$ cat src/rtl/read_data_register_pkg.sv
// -----------------------------------------------------------------------------
// read_data_register_pkg
// Shared CPU memory-interface definitions for the load (memory-to-core) path:
//   - size_e   : rd_size encodings (byte / halfword / word / reserved)
//   - state_e  : read FSM state encodings
//   - rd_ctl_t : per-access controls latched when a read is accepted
//   - CNT_W    : width of the wait-state timeout counter
// No ports (package).
// -----------------------------------------------------------------------------
package read_data_register_pkg;

  typedef enum logic [1:0] {
    SIZE_BYTE = 2'b00,
    SIZE_HALF = 2'b01,
    SIZE_WORD = 2'b10,
    SIZE_RSVD = 2'b11   // reserved, handled as a word access
  } size_e;

  typedef enum logic [1:0] {
    ST_IDLE = 2'b00,
    ST_WAIT = 2'b01,
    ST_DONE = 2'b10
  } state_e;

  typedef struct packed {
    size_e      size;
    logic       sign;
    logic [1:0] addr_lo;
  } rd_ctl_t;

  // Wide enough for the largest allowed timeout (65535).
  localparam int CNT_W = 16;

  // A reserved size encoding behaves exactly like a word access.
  function automatic logic is_word_size(input size_e size);
    return (size == SIZE_WORD) || (size == SIZE_RSVD);
  endfunction

endpackage

$ cat src/rtl/read_data_register_if.sv
// -----------------------------------------------------------------------------
// read_data_register_if
// Request / memory / result signal bundle of the read data register.
//   master : core + memory side (drives request controls and memory bus)
//   slave  : read_data_register (drives result, status flags)
// Signals:
//   rd_start, rd_size[1:0], rd_signed, addr_lo[1:0] : read request
//   mem_data_in[DATA_W-1:0], mem_ready              : memory data bus
//   data_out[DATA_W-1:0], data_valid, busy, rd_error: result and status
// -----------------------------------------------------------------------------
interface read_data_register_if #(
  parameter int DATA_W = 32
);

  logic              rd_start;
  logic [1:0]        rd_size;
  logic              rd_signed;
  logic [1:0]        addr_lo;
  logic [DATA_W-1:0] mem_data_in;
  logic              mem_ready;
  logic [DATA_W-1:0] data_out;
  logic              data_valid;
  logic              busy;
  logic              rd_error;

  modport master (
    output rd_start, rd_size, rd_signed, addr_lo, mem_data_in, mem_ready,
    input  data_out, data_valid, busy, rd_error
  );

  modport slave (
    input  rd_start, rd_size, rd_signed, addr_lo, mem_data_in, mem_ready,
    output data_out, data_valid, busy, rd_error
  );

endinterface

$ cat src/rtl/read_data_extract.sv
// -----------------------------------------------------------------------------
// read_data_extract
// Purely combinational load-data formatter: selects the addressed byte or
// halfword lane of a little-endian memory word and zero/sign-extends it; word
// accesses pass the whole bus through.
// Build option: READ_ROTATE_UNALIGNED_EN -- when defined, word reads with a
// non-zero addr_lo return the bus rotated right by 8*addr_lo bits; when
// undefined, word reads always return the aligned word unrotated.
// Ports:
//   data_in[DATA_W-1:0] : raw memory data
//   size                : access size (size_e)
//   sign                : 1 = sign-extend byte/halfword
//   addr_lo[1:0]        : byte address within the word
//   result[DATA_W-1:0]  : formatted load result
// -----------------------------------------------------------------------------
module read_data_extract
  import read_data_register_pkg::*;
#(
  parameter int DATA_W = 32
) (
  input  logic [DATA_W-1:0] data_in,
  input  size_e             size,
  input  logic              sign,
  input  logic [1:0]        addr_lo,
  output logic [DATA_W-1:0] result
);

  localparam int BI_W = $clog2(DATA_W);

  function automatic logic [DATA_W-1:0] ext_byte(input logic [7:0] val, input logic sgn);
    return {{(DATA_W-8){sgn & val[7]}}, val};
  endfunction

  function automatic logic [DATA_W-1:0] ext_half(input logic [15:0] val, input logic sgn);
    return {{(DATA_W-16){sgn & val[15]}}, val};
  endfunction

`ifdef READ_ROTATE_UNALIGNED_EN
  localparam int SH_W = $clog2(2 * DATA_W);

  // Rotate right by whole bytes: take a window out of the doubled word.
  function automatic logic [DATA_W-1:0] rotr_bytes(input logic [DATA_W-1:0] d,
                                                   input logic [1:0] lane);
    logic [2*DATA_W-1:0] dd;
    logic [SH_W-1:0]     sh;
    dd = {d, d};
    sh = SH_W'({lane, 3'b000});
    return dd[sh +: DATA_W];
  endfunction
`endif

  logic [7:0]        byte_s;
  logic [15:0]       half_s;
  logic [DATA_W-1:0] word_s;

  // Lane selection and extension of the memory data
  always_comb begin
    byte_s = data_in[BI_W'({addr_lo, 3'b000}) +: 8];
    // addr_lo[0] is ignored: only aligned halfwords exist.
    half_s = data_in[BI_W'({addr_lo[1], 4'b0000}) +: 16];
`ifdef READ_ROTATE_UNALIGNED_EN
    word_s = rotr_bytes(data_in, addr_lo);
`else
    word_s = data_in;
`endif
    if (is_word_size(size)) begin
      result = word_s;
    end else begin
      case (size)
        SIZE_BYTE: result = ext_byte(byte_s, sign);
        SIZE_HALF: result = ext_half(half_s, sign);
        default:   result = word_s;
      endcase
    end
  end

endmodule

$ cat src/rtl/read_data_register.sv
// -----------------------------------------------------------------------------
// read_data_register
// Load-side data register: on a read request it waits for memory ready,
// captures the bus through read_data_extract (lane select + extension) into
// data_out and pulses data_valid. A wait-state counter aborts a read that has
// waited TIMEOUT_CYCLES cycles, raising the sticky rd_error flag instead.
// Build option: READ_ROTATE_UNALIGNED_EN (see read_data_extract).
// Parameters:
//   DATA_W         : memory bus / result width (32)
//   TIMEOUT_CYCLES : wait cycles before a read aborts (1..65535)
// Ports:
//   clk   : system clock, rising edge
//   rst_n : asynchronous active-low reset
//   bus   : read_data_register_if.slave (request, memory bus, result, status)
// -----------------------------------------------------------------------------
module read_data_register
  import read_data_register_pkg::*;
#(
  parameter int DATA_W         = 32,
  parameter int TIMEOUT_CYCLES = 255
) (
  input logic                 clk,
  input logic                 rst_n,
  read_data_register_if.slave bus
);

  localparam logic [CNT_W-1:0] TIMEOUT_VAL = CNT_W'(TIMEOUT_CYCLES);

  state_e            state_r;
  rd_ctl_t           ctl_r;
  logic [CNT_W-1:0]  cnt_r;
  logic [DATA_W-1:0] data_out_r;
  logic              data_valid_r;
  logic              busy_r;
  logic              rd_error_r;

  rd_ctl_t           ctl_s;
  logic [CNT_W-1:0]  cnt_next_s;
  logic              timeout_s;
  logic [DATA_W-1:0] ext_s;

  // Extraction controls and timeout detection. In IDLE the live request is
  // used so a zero-wait read can capture in the same cycle it is accepted.
  always_comb begin
    if (state_r == ST_IDLE) begin
      ctl_s.size    = size_e'(bus.rd_size);
      ctl_s.sign    = bus.rd_signed;
      ctl_s.addr_lo = bus.addr_lo;
    end else begin
      ctl_s = ctl_r;
    end
    cnt_next_s = cnt_r + CNT_W'(1);
    timeout_s  = (cnt_next_s == TIMEOUT_VAL);
  end

  read_data_extract #(
    .DATA_W (DATA_W)
  ) u_extract (
    .data_in (bus.mem_data_in),
    .size    (ctl_s.size),
    .sign    (ctl_s.sign),
    .addr_lo (ctl_s.addr_lo),
    .result  (ext_s)
  );

  // Read FSM with registered status outputs and result capture
  always_ff @(posedge clk or negedge rst_n) begin
    if (!rst_n) begin
      state_r      <= ST_IDLE;
      ctl_r        <= '0;
      cnt_r        <= '0;
      data_out_r   <= '0;
      data_valid_r <= 1'b0;
      busy_r       <= 1'b0;
      rd_error_r   <= 1'b0;
    end else begin
      case (state_r)
        ST_IDLE: begin
          data_valid_r <= 1'b0;
          if (bus.rd_start) begin
            ctl_r      <= ctl_s;
            cnt_r      <= '0;
            rd_error_r <= 1'b0;
            if (bus.mem_ready) begin
              data_out_r   <= ext_s;
              data_valid_r <= 1'b1;
              busy_r       <= 1'b0;
              state_r      <= ST_DONE;
            end else begin
              busy_r  <= 1'b1;
              state_r <= ST_WAIT;
            end
          end else begin
            busy_r <= 1'b0;
          end
        end
        ST_WAIT: begin
          // Ready data takes priority over a timeout in the same cycle.
          if (bus.mem_ready) begin
            data_out_r   <= ext_s;
            data_valid_r <= 1'b1;
            busy_r       <= 1'b0;
            state_r      <= ST_DONE;
          end else if (timeout_s) begin
            cnt_r      <= cnt_next_s;
            rd_error_r <= 1'b1;
            busy_r     <= 1'b0;
            state_r    <= ST_IDLE;
          end else begin
            cnt_r <= cnt_next_s;
          end
        end
        ST_DONE: begin
          data_valid_r <= 1'b0;
          busy_r       <= 1'b0;
          state_r      <= ST_IDLE;
        end
        default: begin
          data_valid_r <= 1'b0;
          busy_r       <= 1'b0;
          state_r      <= ST_IDLE;
        end
      endcase
    end
  end

  assign bus.data_out   = data_out_r;
  assign bus.data_valid = data_valid_r;
  assign bus.busy       = busy_r;
  assign bus.rd_error   = rd_error_r;

endmodule

$ cat src/flat_wrapper.sv
// flat-port wrapper written by rule: the top's interface ports become plain ports
module read_data_register_flat import read_data_register_pkg::*;
#(
  parameter int DATA_W         = 32,
  parameter int TIMEOUT_CYCLES = 255
)
  (clk, rst_n, bus_rd_start, bus_rd_size, bus_rd_signed, bus_addr_lo, bus_mem_data_in, bus_mem_ready, bus_data_out, bus_data_valid, bus_busy, bus_rd_error);
  read_data_register_if #(.DATA_W(DATA_W)) bus_i ();
  input logic clk;
  input logic rst_n;
  input wire logic [$bits(bus_i.rd_start)-1:0] bus_rd_start;
  input wire logic [$bits(bus_i.rd_size)-1:0] bus_rd_size;
  input wire logic [$bits(bus_i.rd_signed)-1:0] bus_rd_signed;
  input wire logic [$bits(bus_i.addr_lo)-1:0] bus_addr_lo;
  input wire logic [$bits(bus_i.mem_data_in)-1:0] bus_mem_data_in;
  input wire logic [$bits(bus_i.mem_ready)-1:0] bus_mem_ready;
  output wire logic [$bits(bus_i.data_out)-1:0] bus_data_out;
  output wire logic [$bits(bus_i.data_valid)-1:0] bus_data_valid;
  output wire logic [$bits(bus_i.busy)-1:0] bus_busy;
  output wire logic [$bits(bus_i.rd_error)-1:0] bus_rd_error;
  assign bus_i.rd_start = bus_rd_start;
  assign bus_i.rd_size = bus_rd_size;
  assign bus_i.rd_signed = bus_rd_signed;
  assign bus_i.addr_lo = bus_addr_lo;
  assign bus_i.mem_data_in = bus_mem_data_in;
  assign bus_i.mem_ready = bus_mem_ready;
  assign bus_data_out = bus_i.data_out;
  assign bus_data_valid = bus_i.data_valid;
  assign bus_busy = bus_i.busy;
  assign bus_rd_error = bus_i.rd_error;
  read_data_register #(.DATA_W(DATA_W), .TIMEOUT_CYCLES(TIMEOUT_CYCLES)) u_core (.clk(clk), .rst_n(rst_n), .bus(bus_i));
endmodule
$ cat config.mk
export PLATFORM = sky130hd
export DESIGN_NAME = read_data_register_flat
export DESIGN_NICKNAME = d
export VERILOG_FILES = /design/src/rtl/read_data_register_pkg.sv /design/src/rtl/read_data_register_if.sv /design/src/rtl/read_data_extract.sv /design/src/rtl/read_data_register.sv /design/src/flat_wrapper.sv
export SDC_FILE = /design/constraint.sdc
export NUM_CORES = 1
export LEC_CHECK = 0
export BUFFER_PORTS_ARGS = -buffer_cell sky130_fd_sc_hd__buf_4
export CORE_UTILIZATION = 53
export DETAILED_ROUTE_END_ITERATION = 16
export PLACE_DENSITY_LB_ADDON = 0.25
export RECOVER_POWER = 100
export SYNTH_ARGS = -nofsm -noshare
export SYNTH_HDL_FRONTEND = slang
export SYNTH_SLANG_ARGS = --single-unit
$ cat constraint.sdc
create_clock -name clk -period 3.1 [get_ports clk]
set_input_delay 0.155 -clock clk [delete_from_list [all_inputs] [get_ports clk]]
set_output_delay 0.155 -clock clk [all_outputs]
set_load 0.01 [all_outputs]
==> qor.txt <==
post-DP HPWL -> 5.72 mm
most common cell in the synthesized netlist -> dfrtp_1
part of the cycle the worst path needs -> 84.7%
Leakage -> 1.69 nW
post-synthesis async set-or-reset flop share -> 100%
GR Overflow Total -> 0
status -> finished, final reports clean
clock buffer depth -> 2
CP Class -> reg2reg
met1 WL -> 3.62 mm
Layout Area Growth over Synthesis -> 24.5%
top-area cell type share of the netlist area -> 46.8%
clk_skew -> 0.00898 ns
crit path DAT -> 2.85 ns
crit path capture type -> register
share of cells above drive strength 1 -> 21.0%
Post-synth top flop -> dfrtp_1
final setup TNS -> 0 ns
DR DRC count -> 0
Worst Path Buf+Inv -> 2
I/O pin count -> 76
worst path cell trace -> o21bai_1 > or2_2 > inv_1 > clkbuf_1 > nand2b_1 > o22ai_1 > a21oi_1
Overall Power -> 2.59 mW
top cells by count, synth -> 58 x dfrtp_1, 32 x nand2_1, 32 x o21ai_0, 25 x nor2_1, 18 x a21oi_1
CTS Buf Count -> 9
Slew Limit Fails -> 0
PortBufs -> 75
Initial DRC Count -> 362
startpoint class of the critical path -> register
Critical Path RT -> 3.32 ns
wire per inst -> 17.7 microns
unique cell type count in the Yosys netlist -> 53
worst slew pin tran -> 1.41 ns
die height -> 78.5 microns
largest net degree at the start of global routing -> 59
initial antenna violation count -> 0
Post-DRT Antenna Nets -> 0
Std-Cell Rows -> 27
gpl congestion -> 0.881
Post-Syn Area per Cell -> 10.0 sq um
clock root buffer -> clkbuf_8
Max-slew headroom -> 6.24%
nets -> 433
post-CTS sizing -> 0
Synth Register Bits -> 58
hold crit path type -> in2reg
diode count -> 0
max incr delay on CP -> 0.57 ns
leading area contributor after synthesis -> dfrtp_1
final setup fails -> 0
clk sinks -> 58
routed vias -> 2,935
number of synthesized flops with an enable pin -> 0
clock-pin transition on the worst setup and hold timing paths -> 0.07 ns
WL met2 -> 3.85 mm
cells after synthesis -> 310
first-pass GRT wire length -> 13.3 mm
top area cells in the synthesized netlist -> dfrtp_1 47%, a221o_1 5.5%, o21ai_0 5.2%, mux2_2 4.4%, nand2_1 3.9%
Tot GR Track Use -> 28.4%
max layer used -> met4
DIE AREA -> 0.00617 sq mm
Final Hold Viols -> 0
sequential area share after synthesis -> 46.8%
PwrDens -> 670 mW/mm^2
RSZ-0062 raised after global routing -> false
H-tree lvl count -> 3
Via density -> 6.28
Initial DRT Pass Iterations -> 5
Post-CTS Hold Fix Bufs -> 1
CP max stage cell -> dfrtp_1
Met3 Routed Length -> 634 microns
CP delay by family, top -> simple AND/OR/NAND/NOR gates
Initial Util -> 55.7%
CTS tree -> yes
Clock Latency Late Sink -> 0.35 ns
Die X -> 78.5 microns
postcts setup bufs -> 0
Worst IR Drop VDD -> 480 uV
Peak Freq -> 381 MHz
Net Count, Synth -> 353
vias in the first global route -> 2,631
Syn Std Cell Area -> 0.00310 sq mm
worst-path maximum fanout -> 30
maxcap violations -> 0
Final min period -> 2.63 ns
Routed WL -> 8.29 mm
Syn. warnings -> 0
core area -> 0.00557 sq mm
==> area by class of cell <==
cell class | instances | area, sq um
clock buffers | 9 | 124
clock inverters | 7 | 125
fillers | 437 | 1710
inverters | 8 | 30.0
multi-input cells | 230 | 1560
flip-flops and latches | 58 | 1450
well taps | 72 | 90.1
repair buffers | 83 | 484
==> power by group <==
part / switching [mW] / leakage, nW / total [mW] / internal, mW
sequential: 0.109 / 0.742 / 1.02 / 0.913
combinational: 0.379 / 0.822 / 0.680 / 0.302
clock: 0.345 / 0.124 / 0.887 / 0.542
total: 0.833 / 1.69 / 2.59 / 1.76
==> logic make-up (layout without fill, tap and decap cells) <==
kind of cell             Yosys count  count (layout)  share of synthesized area [%]
adder cells (fa/ha/maj)            2               2                          0.806
AO/OA/AOI/OAI                    106             106                           23.5
buffers and inverters             22             107                           3.02
AND/OR/NAND/NOR                   95              95                           15.2
multiplexers                      24              24                           9.83
XOR/XNOR                           3               3                          0.847
flip-flops                        58              58                           46.8
==> cells in the final DEF, fill, tap and decap left out, drive strengths merged, types with 3 or more instances in the layout <==
cell / synthesis / routed
bufinv: 0 / 3
a22oi: 7 / 7
nor2: 26 / 26
nand3: 10 / 10
or3: 3 / 3
buf: 4 / 44
a21o: 3 / 3
and3: 4 / 4
clkbuf: 10 / 47
mux2i: 9 / 9
nor4: 4 / 4
xnor2: 3 / 3
o31ai: 4 / 4
mux2: 12 / 12
o22ai: 7 / 7
nor3: 3 / 3
o21ai: 32 / 32
nand2: 32 / 32
dfrtp: 58 / 58
mux4: 3 / 3
inv: 8 / 10
a21oi: 18 / 18
o41ai: 3 / 3
a221o: 17 / 17
==> final timing paths <==
path | startpoint | endpoint | slack, ns | cells past startpoint
setup / recovery | u_core.state_r[0] | u_core.bus.data_out[8] | 0.47 | 7
hold / removal | bus_mem_ready | u_core.state_r[0] | 0.03 | 2
setup reg to reg | u_core.state_r[0] | u_core.bus.data_out[8] | 0.47 | 7
hold reg to reg | u_core.bus.data_valid | u_core.bus.data_valid | 0.48 | 2
max in group asynchronous | rst_n | u_core.ctl_r[4] | 1.58 | 2
min in group asynchronous | rst_n | u_core.cnt_r[11] | 0.67 | 2
==> per-layer routing <==
layer	global-route usage [%]	vias up
li1	-	1342
met2	43.2	171
met5	0	-
met1	40.7	1404
met4	11.7	0
met3	4.19	18
==> worst register-to-register path, delay by kind of cell, from the launching register on <==
kind	cells	cell delay [ns]
buf+inv	2	0.70
compound gates	3	0.43
simple gates	2	0.82
flops	1	0.57
==> sequential cells by signal, summed over array words and instances (netlist names) <==
signal	count
u_core.bus.data_out	32
u_core.bus.data_valid	1
u_core.bus.rd_error	1
u_core.ctl_r	5
u_core.bus.busy	1
u_core.state_r	2
u_core.cnt_r	16
==> metrics by stage <==
step           cells  setup slack, ns  instance area (sq um)  util [%]  hold slack, ns
3_3_place_gp     450            0.685                   3750      67.2           0.254
4_1_cts          467            0.601                   4010      71.9          0.0219
6_report         467            0.473                   3860      69.3          0.0268
2_1_floorplan    310            0.826                   3100         -          -0.141
3_5_place_dp     450            0.631                   3750      67.2           0.259
5_1_grt          467            0.239                   3860      69.3          0.0370
Power figures use the tool's default switching activity.
